**config.mk**
```make
export PLATFORM = sky130hd
export DESIGN_NAME = multi_bank_result_ctrl_flat
export DESIGN_NICKNAME = d
export VERILOG_FILES = /design/src/rtl/multi_bank_result_ctrl_if.sv /design/src/rtl/multi_bank_result_ctrl.sv /design/src/flat_wrapper.sv
export SDC_FILE = /design/constraint.sdc
export NUM_CORES = 1
export LEC_CHECK = 0
export CORE_ASPECT_RATIO = 1.1
export CORE_MARGIN = 2
export CORE_UTILIZATION = 38
export DETAILED_ROUTE_END_ITERATION = 8
export DONT_BUFFER_PORTS = 1
export PLACE_DENSITY_LB_ADDON = 0.12
export SLEW_MARGIN = 20
export SYNTH_ARGS = -nofsm -noshare
export SYNTH_HDL_FRONTEND = slang
export SYNTH_SLANG_ARGS = --single-unit
```
**constraint.sdc**
```tcl
create_clock -name clk -period 3.8 [get_ports clk]
set_clock_uncertainty 0.1 [all_clocks]
set_input_delay 0.57 -clock clk [delete_from_list [all_inputs] [get_ports clk]]
set_output_delay 0.57 -clock clk [all_outputs]
set_load 0.02 [all_outputs]
```
**src/rtl/multi_bank_result_ctrl_if.sv**
```systemverilog
// Bus bundle between the core/system requesters, the result SRAM banks and
// the multi-bank result controller.
interface multi_bank_result_ctrl_if #(
  parameter int NUM_BANKS  = 4,
  parameter int ADDR_WIDTH = 14,
  parameter int DATA_WIDTH = 32
);
  localparam int BW = $clog2(NUM_BANKS);

  logic                            sel;
  logic                            core_req;
  logic                            core_wen;
  logic [ADDR_WIDTH-1:0]           core_addr;
  logic                            sys_req;
  logic                            sys_wen;
  logic [ADDR_WIDTH-1:0]           sys_addr;
  logic                            burst_start;
  logic [ADDR_WIDTH-1:0]           burst_addr;
  logic [ADDR_WIDTH:0]             burst_len;
  logic                            burst_busy;
  logic                            burst_done;
  logic [NUM_BANKS-1:0]            cen;
  logic                            wen;
  logic [ADDR_WIDTH-BW-1:0]        bank_addr;
  logic [NUM_BANKS*DATA_WIDTH-1:0] q;
  logic [DATA_WIDTH-1:0]           rd_data;
  logic                            rd_valid;
  logic                            rd_src;

  modport slave (
    input  sel, core_req, core_wen, core_addr, sys_req, sys_wen, sys_addr,
           burst_start, burst_addr, burst_len, q,
    output burst_busy, burst_done, cen, wen, bank_addr, rd_data, rd_valid, rd_src
  );

  modport master (
    output sel, core_req, core_wen, core_addr, sys_req, sys_wen, sys_addr,
           burst_start, burst_addr, burst_len, q,
    input  burst_busy, burst_done, cen, wen, bank_addr, rd_data, rd_valid, rd_src
  );
endinterface

```
**src/rtl/multi_bank_result_ctrl.sv**
```systemverilog
// N-bank result SRAM controller: flat-address decode, latency-tracked read
// return mux and a pre-emptible system burst-read engine.
module multi_bank_result_ctrl #(
  parameter int NUM_BANKS  = 4,
  parameter int ADDR_WIDTH = 14,
  parameter int DATA_WIDTH = 32,
  parameter int RD_LATENCY = 1
) (
  input logic                clk,
  input logic                rst_n,
  multi_bank_result_ctrl_if.slave bus
);
  localparam int BW = $clog2(NUM_BANKS);
  localparam int LW = ADDR_WIDTH - BW;

  typedef enum logic [1:0] {IDLE, BURST, DRAIN} state_t;

  state_t                          state;
  logic [ADDR_WIDTH-1:0]           ptr;
  logic [ADDR_WIDTH:0]             remaining;
  logic                            busy_q, done_q;

  logic                            acc_en, acc_wen, acc_src, burst_issue, rd_issue, pend;
  logic [ADDR_WIDTH-1:0]           acc_addr;
  logic [BW-1:0]                   bank_sel;

  logic [RD_LATENCY:1]             vld_pipe, src_pipe;
  logic [RD_LATENCY:1][BW-1:0]     bank_pipe;
  logic [DATA_WIDTH-1:0]           rd_word, rd_hold;

  // Core wins whenever sel=1; an active burst silently drops sys_req.
  always_comb begin
    acc_en      = 1'b0;
    acc_wen     = 1'b0;
    acc_src     = 1'b0;
    acc_addr    = '0;
    burst_issue = 1'b0;
    if (bus.sel) begin
      acc_en   = bus.core_req;
      acc_wen  = bus.core_wen;
      acc_addr = bus.core_addr;
    end else if (state == BURST) begin
      acc_en      = 1'b1;
      acc_src     = 1'b1;
      acc_addr    = ptr;
      burst_issue = 1'b1;
    end else begin
      acc_en   = bus.sys_req;
      acc_wen  = bus.sys_wen;
      acc_src  = 1'b1;
      acc_addr = bus.sys_addr;
    end
  end

  assign bank_sel      = acc_addr[ADDR_WIDTH-1 -: BW];
  assign rd_issue      = acc_en & ~acc_wen;
  assign bus.cen       = acc_en ? (NUM_BANKS'(1) << bank_sel) : '0;
  assign bus.wen       = acc_en & acc_wen;
  assign bus.bank_addr = acc_en ? acc_addr[LW-1:0] : '0;

  // System read still in flight that will not reach the output next cycle;
  // lets burst_done line up with the final burst rd_valid.
  always_comb begin
    pend = 1'b0;
    if (RD_LATENCY > 1) pend = rd_issue & acc_src;
    for (int k = 1; k < RD_LATENCY - 1; k++) pend = pend | src_pipe[k];
  end

  always_ff @(posedge clk or negedge rst_n) begin
    if (!rst_n) begin
      vld_pipe  <= '0;
      src_pipe  <= '0;
      bank_pipe <= '0;
      rd_hold   <= '0;
    end else begin
      vld_pipe[1]  <= rd_issue;
      src_pipe[1]  <= rd_issue & acc_src;
      bank_pipe[1] <= bank_sel;
      for (int k = 2; k <= RD_LATENCY; k++) begin
        vld_pipe[k]  <= vld_pipe[k-1];
        src_pipe[k]  <= src_pipe[k-1];
        bank_pipe[k] <= bank_pipe[k-1];
      end
      if (vld_pipe[RD_LATENCY]) rd_hold <= rd_word;
    end
  end

  always_comb begin
    rd_word = '0;
    for (int i = 0; i < NUM_BANKS; i++)
      if (bank_pipe[RD_LATENCY] == BW'(i)) rd_word = bus.q[i*DATA_WIDTH +: DATA_WIDTH];
  end

  assign bus.rd_valid = vld_pipe[RD_LATENCY];
  assign bus.rd_src   = src_pipe[RD_LATENCY];
  assign bus.rd_data  = vld_pipe[RD_LATENCY] ? rd_word : rd_hold;

  always_ff @(posedge clk or negedge rst_n) begin
    if (!rst_n) begin
      state     <= IDLE;
      ptr       <= '0;
      remaining <= '0;
      busy_q    <= 1'b0;
      done_q    <= 1'b0;
    end else begin
      done_q <= 1'b0;
      case (state)
        IDLE: if (bus.burst_start) begin
          if (bus.burst_len == '0) begin
            done_q <= 1'b1;
          end else begin
            state     <= BURST;
            busy_q    <= 1'b1;
            ptr       <= bus.burst_addr;
            remaining <= bus.burst_len;
          end
        end
        BURST: if (burst_issue) begin
          ptr       <= ptr + 1'b1;
          remaining <= remaining - 1'b1;
          if (remaining == (ADDR_WIDTH+1)'(1)) begin
            state  <= DRAIN;
            done_q <= ~pend;
          end
        end
        DRAIN: begin
          // done is raised in the final DRAIN cycle, then we fall back to IDLE
          if (done_q) begin
            state  <= IDLE;
            busy_q <= 1'b0;
          end else begin
            done_q <= ~pend;
          end
        end
        default: state <= IDLE;
      endcase
    end
  end

  assign bus.burst_busy = busy_q;
  assign bus.burst_done = done_q;
endmodule

```
**src/flat_wrapper.sv**
```systemverilog
// flat-port wrapper written by rule: the top's interface ports become plain ports
module multi_bank_result_ctrl_flat 
#(
  parameter int NUM_BANKS  = 4,
  parameter int ADDR_WIDTH = 14,
  parameter int DATA_WIDTH = 32,
  parameter int RD_LATENCY = 1
)
  (clk, rst_n, bus_sel, bus_core_req, bus_core_wen, bus_core_addr, bus_sys_req, bus_sys_wen, bus_sys_addr, bus_burst_start, bus_burst_addr, bus_burst_len, bus_q, bus_burst_busy, bus_burst_done, bus_cen, bus_wen, bus_bank_addr, bus_rd_data, bus_rd_valid, bus_rd_src);
  multi_bank_result_ctrl_if #(.NUM_BANKS(NUM_BANKS), .ADDR_WIDTH(ADDR_WIDTH), .DATA_WIDTH(DATA_WIDTH)) bus_i ();
  input logic clk;
  input logic rst_n;
  input wire logic [$bits(bus_i.sel)-1:0] bus_sel;
  input wire logic [$bits(bus_i.core_req)-1:0] bus_core_req;
  input wire logic [$bits(bus_i.core_wen)-1:0] bus_core_wen;
  input wire logic [$bits(bus_i.core_addr)-1:0] bus_core_addr;
  input wire logic [$bits(bus_i.sys_req)-1:0] bus_sys_req;
  input wire logic [$bits(bus_i.sys_wen)-1:0] bus_sys_wen;
  input wire logic [$bits(bus_i.sys_addr)-1:0] bus_sys_addr;
  input wire logic [$bits(bus_i.burst_start)-1:0] bus_burst_start;
  input wire logic [$bits(bus_i.burst_addr)-1:0] bus_burst_addr;
  input wire logic [$bits(bus_i.burst_len)-1:0] bus_burst_len;
  input wire logic [$bits(bus_i.q)-1:0] bus_q;
  output wire logic [$bits(bus_i.burst_busy)-1:0] bus_burst_busy;
  output wire logic [$bits(bus_i.burst_done)-1:0] bus_burst_done;
  output wire logic [$bits(bus_i.cen)-1:0] bus_cen;
  output wire logic [$bits(bus_i.wen)-1:0] bus_wen;
  output wire logic [$bits(bus_i.bank_addr)-1:0] bus_bank_addr;
  output wire logic [$bits(bus_i.rd_data)-1:0] bus_rd_data;
  output wire logic [$bits(bus_i.rd_valid)-1:0] bus_rd_valid;
  output wire logic [$bits(bus_i.rd_src)-1:0] bus_rd_src;
  assign bus_i.sel = bus_sel;
  assign bus_i.core_req = bus_core_req;
  assign bus_i.core_wen = bus_core_wen;
  assign bus_i.core_addr = bus_core_addr;
  assign bus_i.sys_req = bus_sys_req;
  assign bus_i.sys_wen = bus_sys_wen;
  assign bus_i.sys_addr = bus_sys_addr;
  assign bus_i.burst_start = bus_burst_start;
  assign bus_i.burst_addr = bus_burst_addr;
  assign bus_i.burst_len = bus_burst_len;
  assign bus_i.q = bus_q;
  assign bus_burst_busy = bus_i.burst_busy;
  assign bus_burst_done = bus_i.burst_done;
  assign bus_cen = bus_i.cen;
  assign bus_wen = bus_i.wen;
  assign bus_bank_addr = bus_i.bank_addr;
  assign bus_rd_data = bus_i.rd_data;
  assign bus_rd_valid = bus_i.rd_valid;
  assign bus_rd_src = bus_i.rd_src;
  multi_bank_result_ctrl #(.NUM_BANKS(NUM_BANKS), .ADDR_WIDTH(ADDR_WIDTH), .DATA_WIDTH(DATA_WIDTH), .RD_LATENCY(RD_LATENCY)) u_core (.clk(clk), .rst_n(rst_n), .bus(bus_i));
endmodule
```
## After elaboration in Yosys (flattened, before gate mapping)

Index checks and enable logic that the tools add are counted.

| word-level totals | value |
|---|---|
| register bits after elaboration | 69 |
| input port bits | 193 |
| output and inout port bits | 53 |
| logic and storage cells | 75 |

| cells by class | value |
|---|---|
| $add $sub $neg | 2 |
| equality and inequality tests | 11 |
| shifts and indexed selects | 1 |
| mux-type cells | 40 |
| bitwise operators | 4 |
| reductions and logical operators | 8 |

Operator list:

| kind | number |
|---|---|
| 32-bit 2-to-1 mux | 5 |
| 14-bit 2-to-1 mux | 5 |
| 15-bit 2-to-1 mux | 3 |
| 15-bit case mux with 2 select lines | 1 |
| 14-bit case mux with 2 select lines | 1 |
| 15-bit by 1-bit == test with 1-bit output (second input constant) | 1 |
| 15-bit zero test | 1 |
| 1-bit 2-to-1 mux | 15 |
| 15-bit by 1-bit subtractor with 15-bit output (second input constant) | 1 |
| 14-bit by 1-bit adder with 14-bit output (second input constant) | 1 |
| 12-bit 2-to-1 mux | 1 |
| 2-bit 2-to-1 mux | 5 |
| 4-bit AND reduction | 2 |
| 2-bit == test (second input constant) | 3 |
| 2-bit != test (second input constant) | 3 |
| 2-bit case mux with 3 select lines | 1 |
| 5-bit AND reduction | 1 |
| 2-bit by 1-bit == test with 1-bit output (second input constant) | 2 |
| 2-bit zero test | 2 |
| 4-bit 2-to-1 mux | 1 |
| 2-bit by 1-bit != test with 1-bit output (second input constant) | 2 |
| 2-bit nonzero test | 2 |
| 1-bit by 2-bit left shift with 4-bit output (first input constant) | 1 |
| 1-bit bitwise AND | 3 |
| other kinds (3) | 3 |

## Longest topological paths before layout

Gate-level depths: netlist (run 1).

| depth | value |
|---|---|
| word-level depth | 6 |
| mapped depth | 8 |
| depth with buffers taken out | 7 |

## Least setup slack after synthesis (run 1)

Ideal clock, no wire load.

| path | value |
|---|---|
| path type | input to output |
| start point | input port bus_sel |
| end point | output port bus_bank_addr[10] |
| data arrival time | 1.675 ns |
| required time | 3.130 ns |
| setup slack | 1.455 ns |
| stages on the path | 5 |
| buffers on the path | 3 |
| cell sequence | buf_2 > clkbuf_1 > clkbuf_1 > a21oi_1 > nor2_1 |

| on the way | value |
|---|---|
| word-level cells in the longest chain between the ends | 2 |
| elaborated cells between the ends (all ways) | 3 |
| those cells by class | mux: 3 |

Ends and longest elaborated chain:

| item | line | RTL |
|---|---|---|
| start: declaration | flat_wrapper.sv:13 | `input wire logic [$bits(bus_i.sel)-1:0] bus_sel;` |
| 14-bit 2-to-1 mux / 1-bit 2-to-1 mux (equally long branches) | multi_bank_result_ctrl.sv:38 | `if (bus.sel) begin` |
| 12-bit 2-to-1 mux (*) | multi_bank_result_ctrl.sv:59 | `assign bus.bank_addr = acc_en ? acc_addr[LW-1:0] : '0;` |
| end: declaration | flat_wrapper.sv:28 | `output wire logic [$bits(bus_i.bank_addr)-1:0] bus_bank_addr;` |

Every way passes the cells marked *; elsewhere a longest branch is shown, timed or not.

## Worst setup path in the final report (run 1)

| path | value |
|---|---|
| start point | register u_core.bank_pipe[0] in the netlist's numbering |
| end point | output port bus_rd_data[21] |

| on the way | value |
|---|---|
| word-level cells in the longest chain between the ends | 6 |
| elaborated cells between the ends (all ways) | 9 |
| those cells by class | eq/ne: 3; mux: 5; reduce/logical: 1 |

Ends and longest elaborated chain:

| item | line | RTL |
|---|---|---|
| start: declaration | multi_bank_result_ctrl.sv:28 | `logic [RD_LATENCY:1][BW-1:0] bank_pipe;` |
| start signal: indexed assignment | multi_bank_result_ctrl.sv:82 | `bank_pipe[k] <= bank_pipe[k-1];` |
| 2-bit zero test | multi_bank_result_ctrl.sv:91 | `if (bank_pipe[RD_LATENCY] == BW'(i)) rd_word = bus.q[i*DATA_WIDTH +: DATA_WIDTH];` |
| 32-bit 2-to-1 mux (3 in series) | multi_bank_result_ctrl.sv:91 |  |
| 32-bit 2-to-1 mux (*) | multi_bank_result_ctrl.sv:91 |  |
| 32-bit 2-to-1 mux (*) | - |  |
| end: declaration | flat_wrapper.sv:29 | `output wire logic [$bits(bus_i.rd_data)-1:0] bus_rd_data;` |

Marked as above.

==> results of run 1 <==
## per-layer routing
| layer | track usage [%] | up-vias |
|---|---|---|
| met3 | 7.72 | 23 |
| met2 | 35.5 | 159 |
| met5 | 0 | - |
| met1 | 24.9 | 1712 |
| li1 | - | 1679 |
| met4 | 8.01 | 2 |
## power by group
part	switching (µW)	internal (µW)	total, µW
Combinational	754	552	1310
Clock	330	571	901
Sequential	260	1020	1280
## flip-flops by register name (all words and copies together) (netlist names)
name,count
u_core.rd_hold,32
u_core.remaining,15
u_core.ptr,14
u_core.bank_pipe,2
u_core.state,2
u_core.bus.burst_busy,1
u_core.bus.burst_done,1
u_core.bus.rd_src,1
u_core.bus.rd_valid,1
## through the flow
| stage | instance area [µm²] | hold WS [ns] | worst slack, ns | cells | total power (µW) |
|---|---|---|---|---|---|
| CTS | 4980 | 0.0436 | 0.688 | 593 | 3520 |
| finish | 4980 | 0.0266 | 0.739 | 595 | 3490 |
| detailed placement | 4640 | 0.176 | 1.04 | 577 | 2590 |
| global placement | 4640 | 0.176 | 1.09 | 577 | 2560 |
| floorplan | 4520 | 0.174 | 1.45 | 453 | 2340 |
| global route | 4980 | 0.0522 | 0.580 | 594 | 3730 |
## worst max-delay path: cells and delay by family (launching register included)
family	cells	cell delay, ns
multiplexers	2	0.89
flip-flops	1	0.78
buffers and inverters	1	0.39
## final cells by class
cell class	count	area share (%)
Clock inverter	6	1.78
Sequential cell	69	34.7
Timing Repair Buffer	10	1.91
Clock buffer	9	4.52
Inverter	7	0.527
Antenna cell	2	0.100
Tap cell	150	3.77
Multi-Input combinational cell	342	52.7
## kinds of logic after synthesis
family	after synthesis	synth area share (%)
buffers and inverters	42	3.84
flip-flops	69	38.2
adder cells (fa/ha/maj)	3	0.830
AO/OA/AOI/OAI	124	16.8
multiplexers	67	24.6
AND/OR/NAND/NOR	148	15.8
## what timing repair did
item | 4_1_cts | 5_1_grt
resized for setup | 0 | 0
hold endpoints to repair | 69 | 0
hold buffers | 1 | 0
## layout by cell type, fill, tap and decap left out, types with 2 or more instances in the layout
cell / netlist / layout
a21o_1: 4 / 4
a21oi_1: 50 / 50
a22o_1: 2 / 2
a22oi_1: 4 / 4
a2bb2oi_1: 6 / 6
a31oi_1: 6 / 6
and2_1: 2 / 2
and3_1: 2 / 2
and4_1: 2 / 2
buf_4: 0 / 9
bufinv_16: 0 / 2
clkbuf_16: 0 / 9
clkinvlp_4: 0 / 2
dfrtp_1: 69 / 68
diode_2: 0 / 2
ha_1: 3 / 3
inv_1: 6 / 6
mux2_2: 32 / 32
mux2i_1: 3 / 3
mux4_2: 32 / 32
nand2_1: 51 / 51
nand2b_1: 5 / 5
nand3_1: 13 / 13
nand4_1: 4 / 4
nor2_1: 40 / 40
nor3_1: 7 / 7
nor3b_1: 2 / 2
nor4_1: 5 / 5
nor4b_1: 2 / 2
o21a_1: 3 / 3
o21ai_0: 9 / 9
o21ai_1: 17 / 17
o22ai_1: 6 / 6
o311ai_1: 2 / 2
o31ai_1: 2 / 2
o41ai_1: 2 / 2
or2_1: 2 / 2
or4_4: 2 / 2
## final timing paths
kind | startpoint | to | slack (ns) | cells after the start
min in group clk | bus_sel | u_core.bus.rd_src$_DFF_PN0_ | 0.22 | 1
setup reg to reg | u_core.state[0]$_DFFE_PN0P_ | u_core.remaining[14]$_DFFE_PN0P_ | 1.44 | 7
hold / removal | rst_n | u_core.remaining[7]$_DFFE_PN0P_ | 0.03 | 1
max in group asynchronous | rst_n | u_core.bank_pipe[0]$_DFF_PN0_ | 3.27 | 1
hold reg to reg | u_core.remaining[7]$_DFFE_PN0P_ | u_core.remaining[7]$_DFFE_PN0P_ | 0.40 | 2
setup / recovery | u_core.bank_pipe[0]$_DFF_PN0_ | bus_rd_data[21] | 0.74 | 3
==> flow_summary_export.csv, run 1 <==
group,metric,value,unit
drt,routed-via-count,3575,
clock_network,htreeDepth,3,
synth,syn_area_per_cell,9.99,µm²
timing,hold_viol_final,0,
timing,slew_viol_final,0,
die,rows,41,
drt,via_per_inst,6.01,
setup_path,path_class,"reg2out",
pwr,powerDensity,700,mW/mm²
setup_path,path_cells,"buf_4, mux4_2, mux2_2",
die,die-area,0.0128,mm²
finish,multi_input_area,0.00263,mm²
die,io_pins,246,
drt,drtIter0Drc,310,
synth,synth_top_cell_by_area,"dfrtp_1",
pwr,irDropWorstVdd,0.245,mV
synth,syn_area,0.00452,mm²
pwr,p_leak,0.00191,µW
timing,finalCriticalPeriod,3.06,ns
synth,synth-seq-cells,69,
grt,grt_pass1_vias,3551,
timing,relSlewSlack,42.5,%
synth,synthFlopType,"dfrtp_1",
drt,routed-wl-met3,1480,µm
synth,ys_warn_count,0,
finish,fin_util,43.2,%
drt,ant_nets,0,
clock_network,post_cts_buffers,0,
drt,wirelength,13700,µm
finish,area_growth,10.1,%
clock_network,cts_tree,"yes",
finish,seq_area,0.00173,mm²
grt,grt_pass1_wl,20800,µm
timing,timing.final.crit_share,80.6,%
placed_design,dpl.hpwl,10400,µm
run_status,outcome,"complete, no violations",
placed_design,gp_congestion,0.823,
grt,overflow,0,
setup_path,worstPathMaxFanout,20,
die,start_util,39.2,%
grt,grt.total_usage,21.3,%
die,fp.dieH,118,µm
synth,netlist-cell-type-count,56,
die,die_width,108,µm
setup_path,slowest_stage,"dfrtp_2",
grt,grt_max_degree,70,
synth,synth.top_cell.area_share,38.2,%
setup_path,startpoint_type,"register",
drt,wl_met1,5030,µm
grt,antenna_found_initial,3,
synth,synthCells,453,
setup_path,cp_data_required_time,3.13,ns
clock_network,cts_sinks,69,
drt,routed-wl-met2,6840,µm
setup_path,end_kind,"output port",
clock_network,clk_pin_slew,0.06,ns
synth,syn_nets,649,
synth,synth.area.top_cells,"dfrtp_1, mux4_2, mux2_2",
synth,async_flop_share,100,%
finish,fill_cells,1122,
placed_design,io_buffers,0,
clock_network,root_buffer,"clkbuf_16",
drt,drcViolationCount,0,
drt,highest_layer,"met5",
finish,drive_above_1_share,22.8,%
finish,nets,635,
synth,synth-edff-count,0,
timing,grt_setup_unrepaired,"no",
die,core,0.0115,mm²
timing,setup_viol,0,
timing,worstMarginPinSlew,0.862,ns
timing,max_freq,0.327,GHz
hold_path,hold_path.class,"in2async",
drt,drtPass1Iterations,4,
synth,yosysMostFrequentCell,"dfrtp_1",
setup_path,crit_arrival,2.39,ns
setup_path,cpPeakStageDelay,0.78,ns
synth,ys_seq_area_share,38.2,%
clock_network,clk_latency,0.34,ns
run,maxCapViolCount,0,
timing,finalSetupTns,0,ns
clock_network,clockBufferDepth,2,
synth,synth_common_cells,"dfrtp_1, nand2_1, a21oi_1",
drt,post_drt_wl_per_cell,23.0,µm
clock_network,cts_buffers,9,
No activity file was read; power rests on OpenSTA's default activity.
==> run 2, diff against run 1 <==
--- a/config.mk
+++ b/config.mk
@@ -5,6 +5,7 @@
 export SDC_FILE = /design/constraint.sdc
 export NUM_CORES = 1
 export LEC_CHECK = 0
+export ABC_AREA = 1
 export CORE_ASPECT_RATIO = 1.1
 export CORE_MARGIN = 2
 export CORE_UTILIZATION = 38
==> constraint.sdc (replaced) <==
create_clock -name clk -period 3.15 [get_ports clk]
set_clock_uncertainty 0.1 [all_clocks]
set_input_delay 0.4725 -clock clk [delete_from_list [all_inputs] [get_ports clk]]
set_output_delay 0.4725 -clock clk [all_outputs]
set_load 0.02 [all_outputs]
==> run 2 against run 1 <==
Via count increased by 35%. Critical path type unchanged. Wire length rose by 6.2%. Sequential power is 17% higher. Non-clock buffer count is 14 higher. Largest cell class unchanged.
==> flow_summary_export.csv, run 2 <==
group,metric,value,unit
run,maxCapViolCount,0,
grt,grt.total_usage,20.8,%
placed_design,gp_congestion,0.846,
placed_design,io_buffers,0,
finish,nets,931,
timing,hold_viol_final,0,
clock_network,ctsResizeCount,0,
setup_path,worstPathMaxFanout,27,
setup_path,crit_arrival,2.26,ns
synth,ys_warn_count,0,
grt,grt_pass1_vias,4388,
synth,synth-seq-cells,69,
drt,drtPass1Iterations,5,
clock_network,cts_tree,"yes",
setup_path,path_class,"reg2out",
timing,max_freq,0.353,GHz
synth,ys_seq_area_share,36.0,%
finish,area_growth,10.4,%
finish,diodes,0,
finish,design_area,0.00529,mm²
finish,drive_above_1_share,8.11,%
finish,top_regs,"u_core.rd_hold: 32 flops, u_core.remaining: 15 flops, u_core.ptr: 14 flops",
finish,layout_common_cells,"nand2_1, nand3_1, nor2_1, dfrtp_1, a21oi_1",
setup_path,slowest_stage,"dfrtp_1",
setup_path,cpPeakStageDelay,0.46,ns
die,die-area,0.0135,mm²
finish,final_common_cell,"nand2_1",
pwr,powerDensity,894,mW/mm²
timing,grt_setup_unrepaired,"no",
timing,timing.final.crit_share,89.9,%
synth,syn_nets,938,
die,io_pins,246,
die,rows,43,
drt,drcViolationCount,0,
clock_network,clk_latency,0.33,ns
timing,setup_viol,0,
grt,overflow,0,
clock_network,cts_buffers,9,
timing,finalCriticalPeriod,2.83,ns
grt,grt_max_degree,70,
die,core,0.0125,mm²
clock_network,clk_pin_slew,0.05,ns
pwr,power_frac_seq,31.7,%
clock_network,cts_sinks,69,
pwr,irDropWorstVdd,0.305,mV
hold_path,hold_path.class,"in2reg",
synth,synth_top_cell_by_area,"dfrtp_1",
synth,async_flop_share,100,%
timing,worstMarginPinSlew,0.713,ns
drt,via_per_inst,5.39,
synth,synth_common_cells,"nand2_1, nand3_1, nor2_1",
drt,routed-via-count,4831,
die,die_width,111,µm
finish,regMostFlops,"u_core.rd_hold",
synth,netlist-cell-type-count,35,
pwr,comb_power_share,43.9,%
synth,syn_area_per_cell,6.46,µm²
clock_network,clockBufferDepth,2,
setup_path,end_kind,"output port",
grt,grt_pass1_wl,22600,µm
synth,synth.top_cell.area_share,36.0,%
setup_path,cp_data_required_time,2.58,ns
finish,largest_reg_flops,32,
pwr,clockPowerShare,24.4,%
synth,synthCells,742,
placed_design,place_area,0.00492,mm²
placed_design,dpl.hpwl,10900,µm
setup_path,path_cells,"nand2_2, inv_2, nor2_1, nor2_1, nand2_1, nand2_1, nand2_1, nor2_1",
drt,drtIter0Drc,273,
pwr,p_sw,2050,µW
clock_network,root_buffer,"clkbuf_16",
timing,finalSetupTns,0,ns
die,fp.dieH,122,µm
synth,synth-edff-count,0,
pwr,p_total,4730,µW
pwr,internal_power,2680,µW
drt,wirelength,14500,µm
synth,synthFlopType,"dfrtp_1",
timing,relSlewSlack,52.2,%
clock_network,htreeDepth,3,
setup_path,startpoint_type,"register",
drt,ant_nets,0,
run_status,outcome,"complete, no violations",
synth,syn_area,0.00480,mm²
finish,fin_util,42.4,%
timing,slew_viol_final,0,
grt,antenna_found_initial,0,
pwr,swShare,43.3,%
drt,post_drt_wl_per_cell,16.2,µm
pwr,p_leak,0.00245,µW
synth,synth.area.top_cells,"dfrtp_1, nand2_1, nand3_1",
die,start_util,38.4,%
synth,yosysMostFrequentCell,"nand2_1",
==> run 2: cell types whose count changed after synthesis, moves of 6 or more <==
cell and delta:
mux2_2 -32, o22ai_1 -6, inv_1 +36, a2bb2oi_1 -6, nand3_1 +68, a31oi_1 +20
o21ai_0 +25, buf_6 +7, nor2_1 +35, mux4_2 -32, nand2_1 +210
==> run 2: final timing paths <==
check                                                     start                         endpoint  slack (ns)  depth (start not counted)
worst max-delay path                u_core.state[0]$_DFFE_PN0P_                       bus_cen[3]        0.32                          8
worst min-delay path                                    bus_sel      u_core.bus.rd_src$_DFF_PN0_        0.13                          1
worst max register to register      u_core.state[0]$_DFFE_PN0P_  u_core.bus.burst_done$_DFF_PN0_        1.03                          7
worst min register to register  u_core.remaining[3]$_DFFE_PN0P_  u_core.remaining[3]$_DFFE_PN0P_        0.40                          2
max in group asynchronous                                 rst_n       u_core.ptr[12]$_DFFE_PN0P_        2.07                          2
min in group asynchronous                                 rst_n        u_core.ptr[4]$_DFFE_PN0P_        0.56                          2
==> run 2: cell families (layout without fill, tap and decap cells) <==
kind of cell    count (synthesis)  count (layout)  synth area share, %
xor+xnor                        1               1                0.183
compound gates                134             134                 15.1
fa+ha+maj                       3               3                0.783
flops                          69              69                 36.0
buf+inv                        89              87                 8.74
simple gates                  446             446                 39.2
==> run 2: power by group through the flow <==
stage	clock, µW	combinational, µW	sequential, µW
2_1_floorplan	0	1650	1450
3_3_place_gp	0	2030	1510
3_5_place_dp	0	2060	1510
4_1_cts	1190	2090	1500
5_1_grt	1230	2350	1550
6_report	1150	2080	1500
==> run 2: repair_timing <==
action / 4_1_cts / 5_1_grt
hold buffers: 2 / 0
buffers inserted: 0 / 0
endpoints found under the hold margin: 69 / 0
endpoints found under the setup margin: 0 / 0
==> run 2: layout make-up <==
| type | count | area [µm²] |
|---|---|---|
| clock inverter | 6 | 111 |
| clock buffer | 10 | 229 |
| sequential | 69 | 1730 |
| tap | 157 | 196 |
| inverter | 47 | 178 |
| multi-input combinational | 584 | 2650 |
| timing repair buffer | 24 | 203 |
| fill | 1314 | 7190 |
==> run 2: per-layer routing <==
layer	vias up	routed length, µm	GRT usage [%]
met3	27	1170	5.17
met2	206	7010	35.4
met1	2182	5980	25.5
met4	0	380	8.80
li1	2416	-	-
met5	-	0	0
==> run 2: stage by stage <==
step	cells	setup WS (ns)	hold WS, ns
after global placement	879	0.705	0.0788
after CTS	897	0.285	0.111
after floorplan	742	1.00	0.0769
after detailed placement	879	0.658	0.0789
final	897	0.319	0.126
after global routing	897	0.120	0.110
==> run 2: worst max-delay path, delay by kind of cell, from the launching register on <==
kind                   cells  cell delay, ns
buffers and inverters      1            0.42
AND/OR/NAND/NOR            7            1.03
flip-flops                 1            0.46
==> run 3, diff against run 2 <==
==> constraint.sdc (replaced) <==
create_clock -name clk -period 2.85 [get_ports clk]
set_clock_uncertainty 0.1 [all_clocks]
set_input_delay 0.4275 -clock clk [delete_from_list [all_inputs] [get_ports clk]]
set_output_delay 0.4275 -clock clk [all_outputs]
set_load 0.02 [all_outputs]
==> run 3 against run 2 <==
Hold slack got worse by 0.051 ns. Core utilization increased by 1.5 points. Cell count rose by 1.6%. Critical endpoint is now bus_cen[2]. Clock-buffer cell count stayed put. Combinational power up 15%. First-iteration DRC count grew 8.8%. Global-route usage is 0.70 points higher. Register-to-register slack lost 0.04 ns. Largest cell class unchanged. Clock power up 29%.
==> flow_summary_export.csv, run 3 (synthesis gave the netlist of run 2 again) <==
group,metric,value,unit
finish,regMostFlops,"u_core.rd_hold",
finish,area_growth,14.2,%
clock_network,clk_pin_slew,0.06,ns
setup_path,worstPathMaxFanout,23,
grt,grt_max_degree,70,
die,io_pins,246,
clock_network,postCtsHoldBufs,2,
clock_network,clk_latency,0.33,ns
grt,grt_pass1_wl,23300,µm
die,core,0.0125,mm²
die,die_width,111,µm
pwr,irDropWorstVdd,0.402,mV
setup_path,end_kind,"output port",
die,rows,43,
timing,setup_viol,0,
pwr,powerDensity,1010,mW/mm²
placed_design,dpl.hpwl,11300,µm
clock_network,cts_buffers,9,
placed_design,gp_congestion,0.903,
drt,drtPass1Iterations,5,
drt,post_drt_wl_per_cell,16.5,µm
finish,drive_above_1_share,9.83,%
setup_path,cp_data_required_time,2.32,ns
grt,overflow,0,
finish,top_regs,"u_core.rd_hold: 32 flops, u_core.remaining: 15 flops, u_core.ptr: 14 flops",
timing,finalCriticalPeriod,2.45,ns
drt,wirelength,15100,µm
clock_network,post_cts_buffers,0,
die,fp.dieH,122,µm
grt,antenna_found_initial,1,
run_status,outcome,"complete, no violations",
drt,routed-via-count,4972,
clock_network,cts_tree,"yes",
drt,via_per_inst,5.46,
grt,grt.total_usage,21.5,%
drt,drcViolationCount,0,
finish,layout_common_cells,"nand2_1, nand3_1, nor2_1, dfrtp_1, a21oi_1",
pwr,p_leak,0.00255,µW
drt,drtIter0Drc,297,
timing,finalSetupTns,0,ns
timing,worstMarginPinSlew,0.710,ns
clock_network,htreeDepth,3,
finish,nets,944,
hold_path,hold_path.class,"in2reg",
grt,grt_pass1_vias,4625,
finish,fill_cells,1288,
clock_network,ctsResizeCount,0,
timing,relSlewSlack,52.5,%
placed_design,io_buffers,0,
setup_path,startpoint_type,"register",
timing,slew_viol_final,0,
finish,final_common_cell,"nand2_1",
clock_network,cts_sinks,69,
timing,hold_viol_final,0,
finish,design_area,0.00548,mm²
placed_design,place_area,0.00504,mm²
die,start_util,38.4,%
timing,timing.final.crit_share,86.0,%
clock_network,clockBufferDepth,2,
finish,largest_reg_flops,32,
drt,ant_nets,0,
setup_path,path_class,"reg2out",
die,die-area,0.0135,mm²
run,maxCapViolCount,0,
clock_network,root_buffer,"clkbuf_16",
timing,grt_setup_unrepaired,"no",
timing,max_freq,0.408,GHz
setup_path,crit_arrival,1.92,ns
-- run 3: final cells by class --
type | instances | area (µm²) | area share, %
multi-input cells | 584 | 2650 | 48.4
repair buffers | 37 | 325 | 5.94
diodes | 1 | 2.50 | 0.0457
inverters | 47 | 178 | 3.24
flip-flops and latches | 69 | 1730 | 31.5
clock buffers | 10 | 239 | 4.36
clock inverters | 6 | 158 | 2.88
well taps | 157 | 196 | 3.59
-- run 3: routing by layer --
| metal | vias up | track usage (%) | wire [µm] |
|---|---|---|---|
| li1 | 2455 | - | - |
| met1 | 2269 | 25.4 | 6030 |
| met2 | 210 | 36.5 | 7130 |
| met3 | 38 | 4.98 | 1220 |
| met4 | 0 | 12.0 | 673 |
| met5 | - | 0 | 0 |
-- run 3: worst paths after layout --
| path | to | from | slack (ns) | cells after the start |
|---|---|---|---|---|
| setup / recovery | bus_cen[2] | u_core.state[0]$_DFFE_PN0P_ | 0.40 | 9 |
| hold / removal | u_core.bus.rd_src$_DFF_PN0_ | bus_sel | 0.08 | 1 |
| setup reg to reg | u_core.bus.burst_done$_DFF_PN0_ | u_core.state[0]$_DFFE_PN0P_ | 0.99 | 7 |
| hold reg to reg | u_core.remaining[3]$_DFFE_PN0P_ | u_core.remaining[3]$_DFFE_PN0P_ | 0.41 | 2 |
| max in group asynchronous | u_core.rd_hold[3]$_DFF_PN0_ | rst_n | 1.81 | 2 |
| min in group asynchronous | u_core.ptr[0]$_DFFE_PN0P_ | rst_n | 0.56 | 2 |
-- run 3: power breakdown --
group	internal, µW	total, µW	switching (µW)
sequential	1380	1660	274
combinational	788	2390	1600
clock	1060	1480	421
-- run 3: stage by stage --
| step | hold WS, ns | std cells | total power [µW] | setup WS (ns) | utilization, % |
|---|---|---|---|---|---|
| 5_1_grt | 0.0716 | 911 | 5970 | 0.173 | 43.9 |
| 4_1_cts | 0.0669 | 910 | 5570 | 0.379 | 43.8 |
| 3_3_place_gp | 0.0343 | 892 | 3980 | 0.760 | 40.4 |
| 2_1_floorplan | 0.0319 | 742 | 3420 | 0.792 | - |
| 3_5_place_dp | 0.0342 | 892 | 4030 | 0.727 | 40.4 |
| 6_report | 0.0752 | 911 | 5520 | 0.399 | 43.9 |
-- run 3: worst max-delay path, cell delays in order, from the launching register on --
cell	delay (ns)
dfrtp_1	0.46
nand2_2	0.16
buf_4	0.27
nor2_1	0.11
nor2_1	0.12
nand2_1	0.07
nand2_1	0.09
nand2_1	0.07
nor2_1	0.10
buf_4	0.15
